$ cat src/rtl/fir_out_pkg.sv
// Shared definitions for the FIR output buffer: default widths, FSM state
// encoding and the scale/round/saturate helper used on every captured result.
package fir_out_pkg;

    localparam int DEF_IN_W  = 18;
    localparam int DEF_OUT_W = 16;
    localparam int DEF_SHIFT = 2;
    localparam int DEF_DEPTH = 8;

    typedef enum logic [1:0] {
        ST_IDLE  = 2'd0,
        ST_RUN   = 2'd1,
        ST_DRAIN = 2'd2
    } state_e;

    // Right-shift by 'shift' (optionally round-half-up first), then clamp to out_w bits.
    // One extra bit of headroom keeps the rounding carry from wrapping.
    function automatic logic [31:0] sat_round(input logic [31:0] val,
                                              input int          shift,
                                              input int          out_w,
                                              input logic        round_en);
        logic [32:0] acc;
        logic [32:0] top;
        acc = {1'b0, val};
        if (round_en && shift > 0) begin
            acc = acc + (33'd1 << (shift - 1));
        end
        acc = acc >> shift;
        top = (33'd1 << out_w) - 33'd1;
        if (acc > top) begin
            acc = top;
        end
        return acc[31:0];
    endfunction

endpackage

$ cat src/rtl/fir_out_buffer_if.sv
// Sink-side valid/ready stream carrying scaled FIR samples.
interface fir_out_buffer_if #(
    parameter int OUT_W = 16
) ();
    logic [OUT_W-1:0] out_data;
    logic             out_valid;
    logic             out_ready;

    modport master (output out_data, output out_valid, input out_ready);
    modport slave  (input out_data, input out_valid, output out_ready);
endinterface

$ cat src/rtl/fir_out_fifo.sv
// Synchronous show-ahead FIFO. The head is presented whenever the FIFO is
// non-empty (forced to zero when empty). A push into a full FIFO is accepted
// only if a pop frees a slot in the same cycle; otherwise it is reported as a drop.
module fir_out_fifo #(
    parameter int W     = 16,
    parameter int DEPTH = 8
) (
    input  logic                     clk,
    input  logic                     rst,
    input  logic                     push,
    input  logic [W-1:0]             push_data,
    input  logic                     rd_ready,
    output logic [W-1:0]             rd_data,
    output logic                     rd_valid,
    output logic [$clog2(DEPTH):0]   level,
    output logic                     drop
);
    localparam int             AW       = $clog2(DEPTH);
    localparam logic [AW:0]    CNT_FULL = (AW+1)'(DEPTH);
    localparam logic [AW:0]    CNT_ONE  = (AW+1)'(1);
    localparam logic [AW-1:0]  PTR_ONE  = AW'(1);

    logic [AW-1:0] wptr_q, wptr_d;
    logic [AW-1:0] rptr_q, rptr_d;
    logic [AW:0]   cnt_q, cnt_d;
    logic [W-1:0]  mem_q [DEPTH];
    logic          full;
    logic          pop;
    logic          wr_en;

    assign rd_valid = (cnt_q != '0);
    assign rd_data  = rd_valid ? mem_q[rptr_q] : '0;
    assign level    = cnt_q;

    // Decide push/pop acceptance and next pointer/count values.
    always_comb begin
        full   = (cnt_q == CNT_FULL);
        pop    = rd_valid && rd_ready;
        wr_en  = push && (!full || pop);
        drop   = push && full && !pop;
        wptr_d = wptr_q;
        rptr_d = rptr_q;
        cnt_d  = cnt_q;
        if (wr_en) wptr_d = wptr_q + PTR_ONE;
        if (pop)   rptr_d = rptr_q + PTR_ONE;
        case ({wr_en, pop})
            2'b10:   cnt_d = cnt_q + CNT_ONE;
            2'b01:   cnt_d = cnt_q - CNT_ONE;
            default: cnt_d = cnt_q;
        endcase
    end

    // Pointer and occupancy registers.
    always_ff @(posedge clk) begin
        if (rst) begin
            wptr_q <= '0;
            rptr_q <= '0;
            cnt_q  <= '0;
        end else begin
            wptr_q <= wptr_d;
            rptr_q <= rptr_d;
            cnt_q  <= cnt_d;
        end
    end

    // Storage array; contents need no reset because the head is gated by rd_valid.
    always_ff @(posedge clk) begin
        if (wr_en) mem_q[wptr_q] <= push_data;
    end

endmodule

$ cat src/rtl/fir_out_buffer.sv
// FIR output buffer: captures FIR results on fir_done while running, scales and
// saturates them in one register stage, then queues them for a valid/ready sink.
// Optional build macro FIR_OUT_ROUND_EN selects round-half-up instead of truncation.
module fir_out_buffer
    import fir_out_pkg::*;
#(
    parameter int IN_W  = DEF_IN_W,
    parameter int OUT_W = DEF_OUT_W,
    parameter int SHIFT = DEF_SHIFT,
    parameter int DEPTH = DEF_DEPTH
) (
    input  logic                    clk,
    input  logic                    rst,
    input  logic                    enable,
    input  logic [IN_W-1:0]         fir_data,
    input  logic                    fir_done,
    fir_out_buffer_if.master        sink,
    output logic [$clog2(DEPTH):0]  level,
    output logic                    overflow,
    output logic                    busy
);
`ifdef FIR_OUT_ROUND_EN
    localparam logic ROUND_EN = 1'b1;
`else
    localparam logic ROUND_EN = 1'b0;
`endif

    state_e                  state_q, state_d;
    logic                    accept;
    logic                    vld_p1_q, vld_p1_d;
    logic [OUT_W-1:0]        scl_p1_q, scl_p1_d;
    logic                    overflow_q, overflow_d;
    logic                    fifo_drop;
    logic [$clog2(DEPTH):0]  fifo_level;

    // FSM next state plus busy/accept decode; drain ends once queue and stage are empty.
    always_comb begin
        state_d = state_q;
        busy    = 1'b0;
        accept  = 1'b0;
        unique case (state_q)
            ST_IDLE: begin
                if (enable) state_d = ST_RUN;
            end
            ST_RUN: begin
                accept = 1'b1;
                if (!enable) state_d = ST_DRAIN;
            end
            ST_DRAIN: begin
                if (enable) begin
                    state_d = ST_RUN;
                end else if (fifo_level == '0 && !vld_p1_q) begin
                    state_d = ST_IDLE;
                end
            end
            default: state_d = ST_IDLE;
        endcase
        busy = (state_q != ST_IDLE);
    end

    // Scale stage input and sticky overflow update.
    always_comb begin
        vld_p1_d   = fir_done && accept;
        scl_p1_d   = scl_p1_q;
        if (vld_p1_d) begin
            scl_p1_d = OUT_W'(sat_round(32'(fir_data), SHIFT, OUT_W, ROUND_EN));
        end
        overflow_d = overflow_q || fifo_drop;
    end

    // Control registers: FSM, stage valid, overflow flag.
    always_ff @(posedge clk) begin
        if (rst) begin
            state_q    <= ST_IDLE;
            vld_p1_q   <= 1'b0;
            overflow_q <= 1'b0;
        end else begin
            state_q    <= state_d;
            vld_p1_q   <= vld_p1_d;
            overflow_q <= overflow_d;
        end
    end

    // Scale stage data register (qualified by vld_p1_q, so no reset).
    always_ff @(posedge clk) begin
        scl_p1_q <= scl_p1_d;
    end

    fir_out_fifo #(
        .W     (OUT_W),
        .DEPTH (DEPTH)
    ) u_fifo (
        .clk       (clk),
        .rst       (rst),
        .push      (vld_p1_q),
        .push_data (scl_p1_q),
        .rd_ready  (sink.out_ready),
        .rd_data   (sink.out_data),
        .rd_valid  (sink.out_valid),
        .level     (fifo_level),
        .drop      (fifo_drop)
    );

    assign level    = fifo_level;
    assign overflow = overflow_q;

endmodule

$ cat src/flat_wrapper.sv
// flat-port wrapper written by rule: the top's interface ports become plain ports
module fir_out_buffer_flat import fir_out_pkg::*;
#(
    parameter int IN_W  = DEF_IN_W,
    parameter int OUT_W = DEF_OUT_W,
    parameter int SHIFT = DEF_SHIFT,
    parameter int DEPTH = DEF_DEPTH
)
  (clk, rst, enable, fir_data, fir_done, level, overflow, busy, sink_out_data, sink_out_valid, sink_out_ready);
  fir_out_buffer_if #(.OUT_W(OUT_W)) sink_i ();
  input  logic clk;
  input  logic rst;
  input  logic enable;
  input  logic [IN_W-1:0] fir_data;
  input  logic fir_done;
  output logic [$clog2(DEPTH):0] level;
  output logic overflow;
  output logic busy;
  output wire logic [$bits(sink_i.out_data)-1:0] sink_out_data;
  output wire logic [$bits(sink_i.out_valid)-1:0] sink_out_valid;
  input wire logic [$bits(sink_i.out_ready)-1:0] sink_out_ready;
  assign sink_out_data = sink_i.out_data;
  assign sink_out_valid = sink_i.out_valid;
  assign sink_i.out_ready = sink_out_ready;
  fir_out_buffer #(.IN_W(IN_W), .OUT_W(OUT_W), .SHIFT(SHIFT), .DEPTH(DEPTH)) u_core (.clk(clk), .rst(rst), .enable(enable), .fir_data(fir_data), .fir_done(fir_done), .sink(sink_i), .level(level), .overflow(overflow), .busy(busy));
endmodule
$ cat config.mk
export PLATFORM = sky130hd
export DESIGN_NAME = fir_out_buffer_flat
export DESIGN_NICKNAME = d
export VERILOG_FILES = /design/src/rtl/fir_out_pkg.sv /design/src/rtl/fir_out_buffer_if.sv /design/src/rtl/fir_out_fifo.sv /design/src/rtl/fir_out_buffer.sv /design/src/flat_wrapper.sv
export SDC_FILE = /design/constraint.sdc
export NUM_CORES = 1
export LEC_CHECK = 0
export BUFFER_PORTS_ARGS = -buffer_cell sky130_fd_sc_hd__buf_2
export CAP_MARGIN = 20
export CORE_ASPECT_RATIO = 0.9
export CORE_UTILIZATION = 45
export DETAILED_ROUTE_END_ITERATION = 16
export GPL_TIMING_DRIVEN = 0
export PLACE_DENSITY_LB_ADDON = 0.12
export SLEW_MARGIN = 20
export SYNTH_ARGS = -nofsm -noshare
export SYNTH_HDL_FRONTEND = slang
export SYNTH_SLANG_ARGS = --single-unit
$ cat constraint.sdc
create_clock -name clk -period 6.2 [get_ports clk]
set_input_delay 1.86 -clock clk [delete_from_list [all_inputs] [get_ports clk]]
set_output_delay 1.86 -clock clk [all_outputs]
set_load 0.005 [all_outputs]
Word level (Yosys, flattened, before mapping). Memories as Yosys holds them, arrays and structs flattened. A register that Yosys moved wholly into a read port is not among the register bits. Index checks and enable logic that the tools add are counted.

$add $sub $neg: 4. $mul: 0. Div/mod/pow operators: 0. $lt $le $gt $ge: 1. Equal/unequal tests: 8. Shifts and indexed selects: 0. Multiplexer cells: 12. Bitwise gates (word level): 0. Reductions and logical operators: 17.

Operators by type and width (count): 16-bit > comparator, second input constant (1); 16-bit two-way mux (1); 2-bit two-way mux (4); 4-bit one-hot mux with 2 select lines (1); 3-bit by 1-bit adder with 3-bit output, second input constant (2); 1-bit logical AND (6); 3-bit two-way mux (2); 2-bit one-hot mux with 3 select lines (1); 4-bit by 1-bit adder with 4-bit output, second input constant (1); 2-bit by 1-bit equality test with 1-bit output, second input constant (2); 2-bit equality test, second input constant (2); 4-bit equality test, second input constant (1); 4-bit logical NOT (1); 2-bit inequality test, second input constant (2); 2-bit nonzero test (2); 4-bit nonzero test (1); 4-bit by 1-bit subtractor with 4-bit output, second input constant (1); 1-bit logical NOT (3); 1-bit two-way mux (3); 3-bit by 2-bit inequality test with 1-bit output, second input constant (1); 3-bit AND reduction (1); 2-bit logical NOT (1); 1-bit logical OR (2).

Register bits: 30. Latch bits: 0. Bits in writable memories: 128. ROM bits: 0. Bits of input ports: 23. Output and inout port bits: 23. Word-level logic and storage cells: 50. Memories: 1.

Memory list: u_core.u_fifo.mem_q (words 8, bits a word 16, rd ports 1, clocked after memory_dff 1, write ports 1, RTL line fir_out_fifo.sv:26) `logic [W-1:0] mem_q [DEPTH];`.

Longest topological paths before layout.
Word-level depth: 6. Depth in mapped cells: 11. Mapped depth without buffers: 10.

By module. From an unflattened synthesis, not the netlist that was laid out.

Cell total of the unflattened synthesis: 317. Area total of the unflattened synthesis: 6216.0 µm².

By module, submodules not included: fir_out_fifo (instances 1, cells each 286, area each 5585.4 µm², sequential area each 4103.9 µm²); fir_out_buffer (instances 1, cells each 31, area each 630.6 µm², sequential area each 560.5 µm²).

Least setup slack after synthesis. OpenSTA, ideal clock, no wires.

Kind: input to register. From: input port sink_out_ready. To: memory u_core.u_fifo.mem_q[0][0] (enable). Setup time: 430 ps. Arrival: 3687 ps. Data required time: 5770 ps. Slack: 2083 ps. Stages on the path: 3. Path buffers: 0. Cells stage by stage: nand2b_1 > o21ai_2 > nor4_1.

Cells in the longest elaborated chain, start to end: 5.

Ends and longest elaborated chain: from (decl) (RTL line flat_wrapper.sv:21) `input wire logic [$bits(sink_i.out_ready)-1:0] sink_out_ready;`; 1-bit logical AND (RTL line fir_out_fifo.sv:38) `pop = rd_valid && rd_ready;`; 1-bit logical OR (RTL line fir_out_fifo.sv:39) `wr_en = push && (!full || pop);`; 1-bit logical AND (RTL line fir_out_fifo.sv:39); 1-bit two-way mux (RTL line fir_out_fifo.sv:68) `if (wr_en) mem_q[wptr_q] <= push_data;`; 1-bit two-way mux (not written as such) (RTL line fir_out_fifo.sv:68); to (decl) (RTL line fir_out_fifo.sv:26).

No other way between the ends.

==> impl_metrics.json <==
{
  "outcome": "finished clean",
  "ys_types": 37,
  "synth.most_common_cell": "edfxtp_1",
  "startpoint_type": "flip-flop",
  "final_area_um2": 7540,
  "cp.arrival_ps": 2480,
  "regArea_um2": 4660,
  "wirelength_mm": 12.1,
  "crit_type": "reg2out",
  "drv_slew": 0,
  "diodes": 0,
  "die_w_um": 126,
  "fillers": 1038,
  "insertion_delay_ps": 420,
  "wl_per_cell_um": 20.8,
  "clock_path_buffers": 2,
  "p_sw_share_pct": 24.6,
  "antenna_found_initial": 0,
  "viasPerCell": 5.35,
  "drcViolationCount": 0,
  "postCtsSetupBuffers": 0,
  "cts_buffers": 17,
  "fin_nets": 425,
  "synth_top_area_share_pct": 69.3,
  "cts-root-buf": "clkbuf_16",
  "finClkSkew_ps": 4.93,
  "tritoncts": "yes",
  "final_hold_viol_count": 0,
  "dieHeight_um": 114,
  "synth_ff_type": "edfxtp_1",
  "instances_no_fill": 580,
  "grt_use_total_pct": 18.4,
  "firstDrtPassIters": 4,
  "grt_overflow": 0,
  "fmax_mhz": 230,
  "synth_top_cells_by_count": "edfxtp_1, nor2_1, mux4_2",
  "ant_nets": 0,
  "finalCritPeriodShare_pct": 70.1,
  "rows": 40,
  "peakVddDrop_v": 0.000207,
  "synth_area_leader_cell": "edfxtp_1",
  "p_seq_share_pct": 40.5,
  "worstReg2RegEnd": "u_core.u_fifo.level[2]$_SDFFE_PP0P_",
  "area_growth_pct": 20.9,
  "hold_depth": 2,
  "layout_setup_ws_ps": 1860,
  "tightest_slew_ps": 890,
  "syn_inst": 323,
  "p_clk_share_pct": 40.2,
  "grt_start_max_net_pins": 17,
  "power_mw": 3.00,
  "min_to": "u_core.overflow$_SDFF_PP0_",
  "reg2reg_slack_ps": 3800,
  "max-slew-margin-rel_pct": 40.6,
  "p_per_area_nw_per_um2": 398,
  "ys_warn_count": 0,
  "ys_seq_elements": 161,
  "internal_power_mw": 2.26,
  "grt_pass1_wl_mm": 18.4,
  "place_ws_ps": 2220,
  "comb_power_share_pct": 19.3,
  "synth_seq_area_share_pct": 74.8,
  "hold_start": "u_core.overflow$_SDFF_PP0_",
  "io_buffers": 42,
  "start_util_pct": 46.5,
  "vias": 3101,
  "final_util_pct": 56.3,
  "dp_hpwl_mm": 8.05,
  "place_area_um2": 6850,
  "power_switching_mw": 0.737,
  "cts.clk_slew.worst_paths_ps": 60,
  "avgSynthCellArea_um2": 19.3,
  "grt_pass1_vias": 3186,
  "synthesis.nets": 349,
  "dp.cells": 548,
  "postCtsResizedCells": 0,
  "required_ps": 4340,
  "setup_viol": 0,
  "reg2reg_depth": 11,
  "r2r_start": "u_core.u_fifo.level[0]$_SDFFE_PP0P_",
  "setup_tns_ps": 0,
  "multiInputGateArea_um2": 1510,
  "whs_ps": 470,
  "layout-drive-gt1-share_pct": 35.2,
  "postCtsHoldBufs": 0,
  "htree_levels": 4,
  "rsz0062_at_grt": "no",
  "clock-sinks": 161,
  "ys_top_cells_by_area": "edfxtp_1, mux4_2, dfxtp_1, mux2i_1, nor2_1",
  "synth_edf_count": 144,
  "syn_area_um2": 6240,
  "crit_path_max_fanout": 10,
  "place.gp.congestion": 0.710,
  "period_minus_slack_ps": 4340,
  "hold_path.class": "reg2reg",
  "cap_violations": 0,
  "p_leak_nw": 2.51,
  "pin_count": 46,
  "dieArea_um2": 14300,
  "core_area_um2": 13400,
  "drtIter0Drc": 250,
  "ys_async_sr_fraction_pct": 0,
  "worstSetupEndpointType": "output pin"
}
cell families (layout without fill, tap and decap cells):
kind of cell	Yosys count	count (layout)	share of synthesized area (%)
AOI/OAI and AO/OA	16	16	2.61
xor gates and xnor gates	7	7	0.983
adders and majority gates	3	3	0.602
buffers and inverters	21	110	1.60
DFF	161	161	74.8
muxes	50	50	14.4
and+or+nand+nor	65	65	4.99
power groups by stage:
stage	clock [mW]	sequential, mW	combinational, mW
finish	1.21	1.21	0.580
global route	1.27	1.22	0.633
CTS	1.23	1.21	0.598
detailed placement	0	1.24	0.595
global placement	0	1.24	0.582
floorplan	0	1.23	0.410
cells in the final DEF (no fill, tap or decap), drive strengths merged:
master | Yosys | final
o311a | 1 | 1
nor4b | 1 | 1
nand2b | 5 | 5
a221oi | 1 | 1
or2 | 1 | 1
a2111oi | 1 | 1
o221ai | 1 | 1
mux2i | 18 | 18
nor2b | 3 | 3
a31oi | 2 | 2
edfxtp | 144 | 144
buf | 10 | 67
nor2 | 37 | 37
a211oi | 3 | 3
nand3 | 3 | 3
clkbuf | 7 | 25
xor2 | 4 | 4
clkinvlp | 0 | 4
bufinv | 0 | 7
ha | 3 | 3
xnor2 | 3 | 3
a21oi | 2 | 2
o41ai | 1 | 1
or3 | 1 | 1
o21ai | 2 | 2
clkinv | 0 | 3
nand2 | 6 | 6
inv | 4 | 4
o211ai | 2 | 2
nor3 | 6 | 6
nor4 | 2 | 2
dfxtp | 17 | 17
mux4 | 32 | 32
flip-flops by register name, indices dropped and copies added (netlist names), named ones only:
register and cells:
u_core.overflow 1, u_core.vld_p1_q 1, u_core.u_fifo.rptr_q 3, u_core.u_fifo.wptr_q 3, u_core.u_fifo.level 4, u_core.state_q 2, u_core.u_fifo.mem_q 128, u_core.scl_p1_q 16
worst max path at each step:
| stage | start | end | depth (start not counted) |
|---|---|---|---|
| after global routing | flip-flop | sink_out_data[9] | 5 |
| final | flip-flop | sink_out_data[8] | 5 |
| after floorplan | sink_out_ready | u_core.u_fifo.mem_q[0][0]$_DFFE_PP_ | 3 |
| after detailed placement | flip-flop | sink_out_data[8] | 5 |
| after CTS | flip-flop | sink_out_data[8] | 5 |
| after global placement | sink_out_ready | u_core.u_fifo.mem_q[0][11]$_DFFE_PP_ | 4 |
worst max-delay path, stage by stage (launching register included):
cell and delay (ps):
dfxtp_1 300, buf_1 500, clkbuf_1 730, mux2i_1 300
nor2_1 70, buf_2 150
routing by layer:
| metal | GRT usage, % | up-vias | share of wire [%] |
|---|---|---|---|
| met2 | 28.4 | 60 | 48 |
| met1 | 24.9 | 1589 | 46 |
| met5 | 0 | - | 0 |
| met3 | 5.16 | 18 | 4.2 |
| li1 | - | 1434 | - |
| met4 | 7.47 | 0 | 1.5 |
area by class of cell:
type	count	area share [%]
flip-flops and latches	161	61.8
repair buffers	57	4.89
clock buffers	18	5.69
plain buffers	17	1.09
well taps	168	2.79
inverters	4	0.232
clock inverters	14	3.47
multi-input cells	141	20.0
No activity file was read; power rests on OpenSTA's default activity.
